$ cat config.mk
export PLATFORM = sky130hd
export DESIGN_NAME = sq_commit_unit
export DESIGN_NICKNAME = d
export VERILOG_FILES = /design/src/rtl/sq_commit_unit.sv
export SDC_FILE = /design/constraint.sdc
export NUM_CORES = 1
export LEC_CHECK = 0
export ABC_CLOCK_PERIOD_IN_PS = 6000
export CAP_MARGIN = 20
export CORE_AREA = 2 2 118 120
export CTS_BUF_LIST = sky130_fd_sc_hd__clkbuf_8
export DETAILED_ROUTE_END_ITERATION = 7
export DIE_AREA = 0 0 120 122
export GPL_ROUTABILITY_DRIVEN = 1
export GPL_TIMING_DRIVEN = 0
export PLACE_DENSITY = 0.95
export SLEW_MARGIN = 20
export SYNTH_ARGS = -nofsm -noshare
export SYNTH_HDL_FRONTEND = slang
export SYNTH_SLANG_ARGS = --single-unit
$ cat constraint.sdc
create_clock -name clk -period 6 [get_ports clk]
set_clock_uncertainty 0.05 [all_clocks]
set_input_delay 1.2 -clock clk [delete_from_list [all_inputs] [get_ports clk]]
set_output_delay 1.2 -clock clk [all_outputs]
set_load 0.05 [all_outputs]
$ cat src/rtl/sq_commit_unit.sv
// Store commit stage: computes the address, mask and data for the SQ head store and issues one dcache write at a time.
// Optional macro STORE_MISALIGN_TRAP_EN makes misaligned sh/sw stores trap instead of being force-aligned.
module sq_commit_unit #(
  parameter int ROB_IDX_W = 5,
  parameter int PHYS_W    = 6
) (
  input  logic                 clk,
  input  logic                 rst_n,
  input  logic                 sq_head_valid,
  input  logic [ROB_IDX_W-1:0] sq_rob_idx,
  input  logic [PHYS_W-1:0]    sq_rs1_paddr,
  input  logic [PHYS_W-1:0]    sq_rs2_paddr,
  input  logic [31:0]          sq_imm,
  input  logic [2:0]           sq_funct3,
  output logic                 sq_dequeue,
  input  logic                 rob_head_valid,
  input  logic [ROB_IDX_W-1:0] rob_head_idx,
  output logic [PHYS_W-1:0]    rf_rs1_paddr,
  output logic [PHYS_W-1:0]    rf_rs2_paddr,
  input  logic [31:0]          rf_rs1_data,
  input  logic [31:0]          rf_rs2_data,
  output logic [31:0]          dmem_addr,
  output logic [3:0]           dmem_wmask,
  output logic [31:0]          dmem_wdata,
  input  logic                 dmem_resp,
`ifdef STORE_MISALIGN_TRAP_EN
  output logic                 store_misalign,
`endif
  output logic                 store_done,
  output logic [ROB_IDX_W-1:0] store_done_rob_idx,
  output logic [31:0]          store_count
);

  typedef enum logic [1:0] {IDLE, REQ, TRAP} state_t;

  state_t state, state_nxt;

  logic [31:0]          ea_p0;
  logic                 match_p0;
  logic                 capture_p0;
  logic [31:0]          ea_p1;
  logic [2:0]           funct3_p1;
  logic [31:0]          rs2_p1;
  logic [ROB_IDX_W-1:0] rob_idx_p1;
  logic                 commit_p1;

  // Byte offset after forcing halfword/word stores onto their natural alignment.
  function automatic logic [1:0] aligned_off(input logic [2:0] f3, input logic [1:0] off);
    case (f3)
      3'b000:  return off;
      3'b001:  return {off[1], 1'b0};
      default: return 2'b00;
    endcase
  endfunction

  function automatic logic [3:0] lane_mask(input logic [2:0] f3, input logic [1:0] off);
    case (f3)
      3'b000:  return 4'b0001 << off;
      3'b001:  return 4'b0011 << {off[1], 1'b0};
      default: return 4'b1111;
    endcase
  endfunction

  function automatic logic [31:0] lane_data(input logic [2:0] f3, input logic [31:0] d);
    case (f3)
      3'b000:  return {4{d[7:0]}};
      3'b001:  return {2{d[15:0]}};
      default: return d;
    endcase
  endfunction

  function automatic logic misaligned(input logic [2:0] f3, input logic [1:0] off);
    case (f3)
      3'b000:  return 1'b0;
      3'b001:  return off[0];
      default: return off != 2'b00;
    endcase
  endfunction

  assign rf_rs1_paddr       = sq_rs1_paddr;
  assign rf_rs2_paddr       = sq_rs2_paddr;
  assign store_done_rob_idx = rob_idx_p1;

  always_comb begin
    ea_p0      = rf_rs1_data + sq_imm;
    match_p0   = sq_head_valid && rob_head_valid && (sq_rob_idx == rob_head_idx);
    capture_p0 = (state == IDLE) && match_p0;
  end

  // Stage p0 -> p1: capture the matched store's operands.
  always_ff @(posedge clk or negedge rst_n) begin
    if (!rst_n) begin
      state       <= IDLE;
      ea_p1       <= '0;
      funct3_p1   <= '0;
      rs2_p1      <= '0;
      rob_idx_p1  <= '0;
      store_count <= '0;
    end else begin
      state <= state_nxt;
      if (capture_p0) begin
        ea_p1      <= ea_p0;
        funct3_p1  <= sq_funct3;
        rs2_p1     <= rf_rs2_data;
        rob_idx_p1 <= sq_rob_idx;
      end
      if (commit_p1)
        store_count <= store_count + 32'd1;
    end
  end

  always_comb begin
    state_nxt  = state;
    commit_p1  = 1'b0;
    sq_dequeue = 1'b0;
    store_done = 1'b0;
    dmem_addr  = '0;
    dmem_wmask = '0;
    dmem_wdata = '0;
`ifdef STORE_MISALIGN_TRAP_EN
    store_misalign = 1'b0;
`endif
    case (state)
      IDLE: begin
        if (match_p0) begin
`ifdef STORE_MISALIGN_TRAP_EN
          state_nxt = misaligned(sq_funct3, ea_p0[1:0]) ? TRAP : REQ;
`else
          state_nxt = REQ;
`endif
        end
      end
      REQ: begin
        dmem_addr  = {ea_p1[31:2], 2'b00};
        dmem_wmask = lane_mask(funct3_p1, aligned_off(funct3_p1, ea_p1[1:0]));
        dmem_wdata = lane_data(funct3_p1, rs2_p1);
        if (dmem_resp) begin
          commit_p1  = 1'b1;
          sq_dequeue = 1'b1;
          store_done = 1'b1;
          state_nxt  = IDLE;
        end
      end
`ifdef STORE_MISALIGN_TRAP_EN
      TRAP: begin
        sq_dequeue     = 1'b1;
        store_done     = 1'b1;
        store_misalign = 1'b1;
        state_nxt      = IDLE;
      end
`endif
      default: state_nxt = IDLE;
    endcase
  end

endmodule

## After elaboration in Yosys (flattened, before gate mapping)

Cells that the tools add are included.

- Add/sub/neg operators: 2
- $mul: 0
- Div/mod/pow operators: 0
- Magnitude comparators: 0
- Equality and inequality tests: 5
- Shifts and indexed selects: 2
- Mux-type cells: 12
- Bitwise gates (word level): 0
- Reduce and logical (&&, ||, !) cells: 6

Operator list:

| kind | number |
|---|---|
| 32-bit two-way mux | 2 |
| 32-bit case mux with 2 select lines | 1 |
| 32-bit by 1-bit adder with 32-bit output (second input constant) | 1 |
| 32-bit adder | 1 |
| 2-bit case mux with 2 select lines | 2 |
| 4-bit case mux with 2 select lines | 1 |
| 2-bit two-way mux | 3 |
| 5-bit == test | 1 |
| 4-bit two-way mux | 1 |
| 2-bit != test (second input constant) | 2 |
| 1-bit by 2-bit left shift with 4-bit output (first input constant) | 1 |
| 2-bit by 2-bit left shift with 4-bit output (first input constant) | 1 |
| 3-bit by 1-bit == test with 1-bit output (second input constant) | 1 |
| 1-bit logical AND | 3 |
| 3-bit logical NOT | 1 |
| 2-bit by 1-bit == test with 1-bit output (second input constant) | 1 |
| 2-bit logical NOT | 1 |
| 1-bit two-way mux | 2 |
| 2-bit AND reduction | 1 |

- Flip-flop bits (word level): 106
- Bits in latches: 0
- RAM bits: 0
- Bits in read-only memories: 0
- Bits of input ports: 126
- Output and inout port bits: 119
- Logic and storage cells: 33
- Memories kept: 0

## Logic depth before layout (Yosys ltp)

- Word-level depth: 6
- Gate-level depth with buffers: 11
- Mapped depth without buffers: 11

## Worst setup path before layout

OpenSTA, ideal clock, no wires.

- Path kind: input port to flip-flop
- Start: input port sq_imm[0]
- End: register ea_p1[28]
- Library setup time: 0.132 ns
- Arrival: 3.366 ns
- Required time: 5.818 ns
- Path slack: 2.452 ns
- Cell stages on the path: 11
- Path buffers: 0
- Cells stage by stage: ha_1 -> fa_1 -> a211oi_2 -> o21bai_2 -> a21oi_2 -> o221ai_2 -> a41oi_4 -> o31ai_4 -> a221oi_2 -> xor2_1 -> o21ai_1

- Word-level cells in the longest chain between the ends: 1

RTL lines:

| element | RTL line | RTL |
|---|---|---|
| start: declaration | 13 | `input logic [31:0] sq_imm,` |
| 32-bit adder | 85 | `ea_p0 = rf_rs1_data + sq_imm;` |
| end signal: assignment | 102 | `ea_p1 <= ea_p0;` |
| end: declaration | 41 | `logic [31:0] ea_p1;` |

Every way passes these cells.
A chain may end at the register's enable or synchronous reset.

## Final worst setup path

- Start: input port dmem_resp
- End: output port store_done

- Word-level cells in the longest chain between the ends: 2

RTL lines:

| element | RTL line | RTL |
|---|---|---|
| start: declaration | 25 | `input logic dmem_resp,` |
| 1-bit two-way mux | 137 | `if (dmem_resp) begin` |
| 1-bit two-way mux | 123 | `case (state)` |
| end: declaration | 29 | `output logic store_done,` |

Every way passes these cells.

==> flow_summary.yaml <==
critical_path:
  path_class: "input pin to primary output"
  max_stage_delay_ps: 800
  cp.required_ps: 4750
  crit_buf_inv: 4
  crit_chain: "clkdlybuf4s50_1 > and2_1 > buf_4 > buf_4 > clkdlybuf4s50_1"
  cp.arrival_ps: 2870
  crit_slowest_cell: "clkdlybuf4s50_1"
  path_max_fanout: 8
  critPathTopFamily: "buffers and inverters"
  start_kind: "input pin"
  worstSetupEndpointType: "primary output"
floorplan:
  die_area_mm2: 0.01464
  start_util_pct: 48.58
  io-pin-count: 245
  coreArea_mm2: 0.01350
  fp.dieW_um: 120
  chipHeight_um: 122
  rows: 43
timing:
  timing_hold_violations_final: 0
  fin_ws_ps: 1875
  final-max-slew-violation-count: 0
  post-route-period-util_pct: 68.75
  fin_crit_ps: 4125
  max_freq_ghz: 0.2424
  setup_viol: 0
  max_slew_margin_pct: 58.71
  rsz0062_at_grt: "false"
  worst_pin_slew_ps: 619.4
detailed_routing:
  vias: 6368
  avgRoutedWirePerCell_um: 16.07
  vias_per_cell: 5.369
  wl_mm: 19.06
  dr.pass1.iters: 5
  drc: 0
  ant_nets: 0
  initialDrtViolationCount: 481
power:
  power.total_uw: 2037
  internal-power_uw: 1333
  p_per_area_mw_per_mm2: 218.3
  clock_power_share_pct: 23.1
  p_switching_uw: 704.5
  ir_drop_uv: 99.90
  p_seq_share_pct: 44.8
  sw_frac_of_total_pct: 34.58
  leakagePower_uw: 0.004240
  power_frac_comb_pct: 32.1
clock_tree:
  clock-sinks: 105
  postCtsSetupRepairBufs: 0
  postCtsHoldBufs: 0
  cts-htree-levels: 3
  clock-root-buffer: "clkbuf_8"
  cts.reportedPaths.clkPinSlew_ps: 90
  cts_tree: "yes"
  cts_buffers: 9
  clk_latency_ps: 350
  cts_buffer_depth: 2
  ctsResizeCount: 0
synth:
  yosys.area.top_type_share_pct: 40.05
  ys_seq_elements: 105
  synth_edf_count: 0
  ys_async_sr_fraction_pct: 100.0
  synth_top_family_by_area: "simple AND/OR/NAND/NOR gates"
  synthSimpleGateAreaFrac_pct: 22.83
  synthesis.area_mm2: 0.006560
  synthCells: 758
  ys_types: 70
  synth_area_leader_cell: "dfrtp_1"
  synth-xor-area-share_pct: 8.278
  synth_flop_cell: "dfrtp_1"
  muxShareOfSynthArea_pct: 1.736
  synth_adder_area_share_pct: 6.409
  synth.avg_cell_area_um2: 8.654
  synth_compound_area_share_pct: 16.08
  yosysWarnings: 0
  ys_seq_area_share_pct: 40.05
  ys_top_cells_by_area: "dfrtp_1, nand2_1, ha_1"
grt:
  gr-total-overflow: 0
  grt_pass1_vias: 6320
  antenna_found_initial: 0
  grt_max_degree: 55
  grt_pass1_wl_mm: 30.50
  grt_use_total_pct: 25.79
placed_design:
  dp.final_hpwl_mm: 15.01
  dp.cells: 1170
  numPortBuffers: 230
  place.gp.congestion: 0.9029
  place_ws_ps: 1684
finish:
  final_nets: 1160
  final_cells: 1186
  drive_above_1_share_pct: 6.163
  post-route-util_pct: 69.11
  synthToLayoutAreaGrowth_pct: 42.27
  n_antenna_cell: 0
worst_hold_path:
  hold_path.class: "flop to flop"
run:
  cap_violations: 0
status:
  status: "complete, no violations"
-- cell usage after synthesis, types with 2 or more instances --
cell and n:
nand2_1 197, dfrtp_1 105, a21oi_1 46, and2_1 39, o21ai_0 39, xnor2_1 37
ha_1 32, nor2_1 28, xor2_1 25, clkbuf_1 23, nand3_1 19, a21o_1 16
buf_4 16, inv_1 15, a211oi_1 9, and3_1 9, o21ai_1 9, mux2i_1 8
buf_1 6, nand4_1 6, o21bai_1 6, and4_1 4, or2_2 4, mux2_2 3
a211o_1 2, a311oi_1 2, a31oi_1 2, buf_2 2, nand2b_1 2, nand3_2 2
nor2b_1 2, nor3b_1 2, nor4_1 2, o211ai_1 2, o21a_1 2
-- worst paths after layout --
| path | startpoint | to | slack [ps] | depth (start not counted) |
|---|---|---|---|---|
| min | store_done_rob_idx[0] | store_done_rob_idx[0] | 430 | 2 |
| min reg2reg | store_done_rob_idx[0] | store_done_rob_idx[0] | 430 | 2 |
| max reg2reg | store_count[8] | store_count[31] | 3700 | 8 |
| min in group asynchronous | rst_n | store_count[11] | 740 | 1 |
| max in group asynchronous | rst_n | rs2_p1[7] | 4530 | 2 |
| max | dmem_resp | store_done | 1880 | 5 |
-- cell families (layout without fill, tap and decap cells) --
family	Yosys count	after routing
AND/OR/NAND/NOR	326	326
buffers and inverters	63	310
multiplexers	11	11
XOR/XNOR	62	62
adder cells (fa/ha/maj)	33	33
other	1	2
flip-flops	105	105
AO/OA/AOI/OAI	157	157
-- tightest hold or removal path, stage by stage, from the launching register on --
cell and delay, ps:
dfrtp_1 350, nand2_1 50, nand2_1 50
-- layout by cell type (no fill, tap or decap), types with 2 or more instances in the layout --
cell             count
a211o_1              2
a211oi_1             9
a21o_1              16
a21oi_1             46
a311oi_1             2
a31oi_1              2
and2_1              39
and3_1               9
and4_1               4
buf_1                6
buf_2                2
buf_4               16
bufinv_16            2
clkbuf_1            23
clkbuf_8             9
clkdlybuf4s50_1    229
clkinv_4             2
conb_1               2
dfrtp_1            105
ha_1                32
inv_1               18
mux2_2               3
mux2i_1              8
nand2_1            197
nand2b_1             2
nand3_1             19
nand3_2              2
nand4_1              6
nor2_1              28
nor2b_1              2
nor3b_1              2
nor4_1               2
o211ai_1             2
o21a_1               2
o21ai_0             39
o21ai_1              9
o21bai_1             6
or2_2                4
xnor2_1             37
xor2_1              25
-- layer usage --
layer | global-route usage, % | share of wire [%]
met1 | 32.58 | 41
met2 | 44.85 | 50
met3 | 4.120 | 6.5
met4 | 9.118 | 3.0
met5 | 0 | 0
-- sequential cells by signal, summed over array words and instances (netlist names) --
signal / cells
store_count: 32
funct3_p1: 3
ea_p1: 32
state: 1
rs2_p1: 32
store_done_rob_idx: 5
-- power by group through the flow --
stage                     Sequential (uW)  Clock [uW]  Combinational (uW)
final                                 914         471                 653
after global routing                  928         511                 717
after CTS                             910         477                 649
after detailed placement              924           0                 644
after global placement                917           0                 621
after floorplan                       944           0                 376
-- through the flow --
stage / cell area, um2 / TNS (ps) / hold slack (ps)
floorplan: 6564 / 0 / 390.9
global placement: 9091 / -18780 / 403.8
detailed placement: 9120 / 0 / 411.2
CTS: 9333 / 0 / 434.0
global route: 9333 / 0 / 462.3
finish: 9333 / 0 / 432.3
-- area by class of cell --
cell class	instances	area, um2
fill	1008	4172
multi-input combinational	591	3637
sequential	105	2628
timing repair buffer	231	2331
buffer	47	239.0
tap	180	225.2
clock buffer	9	123.9
clock inverter	7	88.84
inverter	16	60.06
No activity file was read; power rests on OpenSTA's default activity.
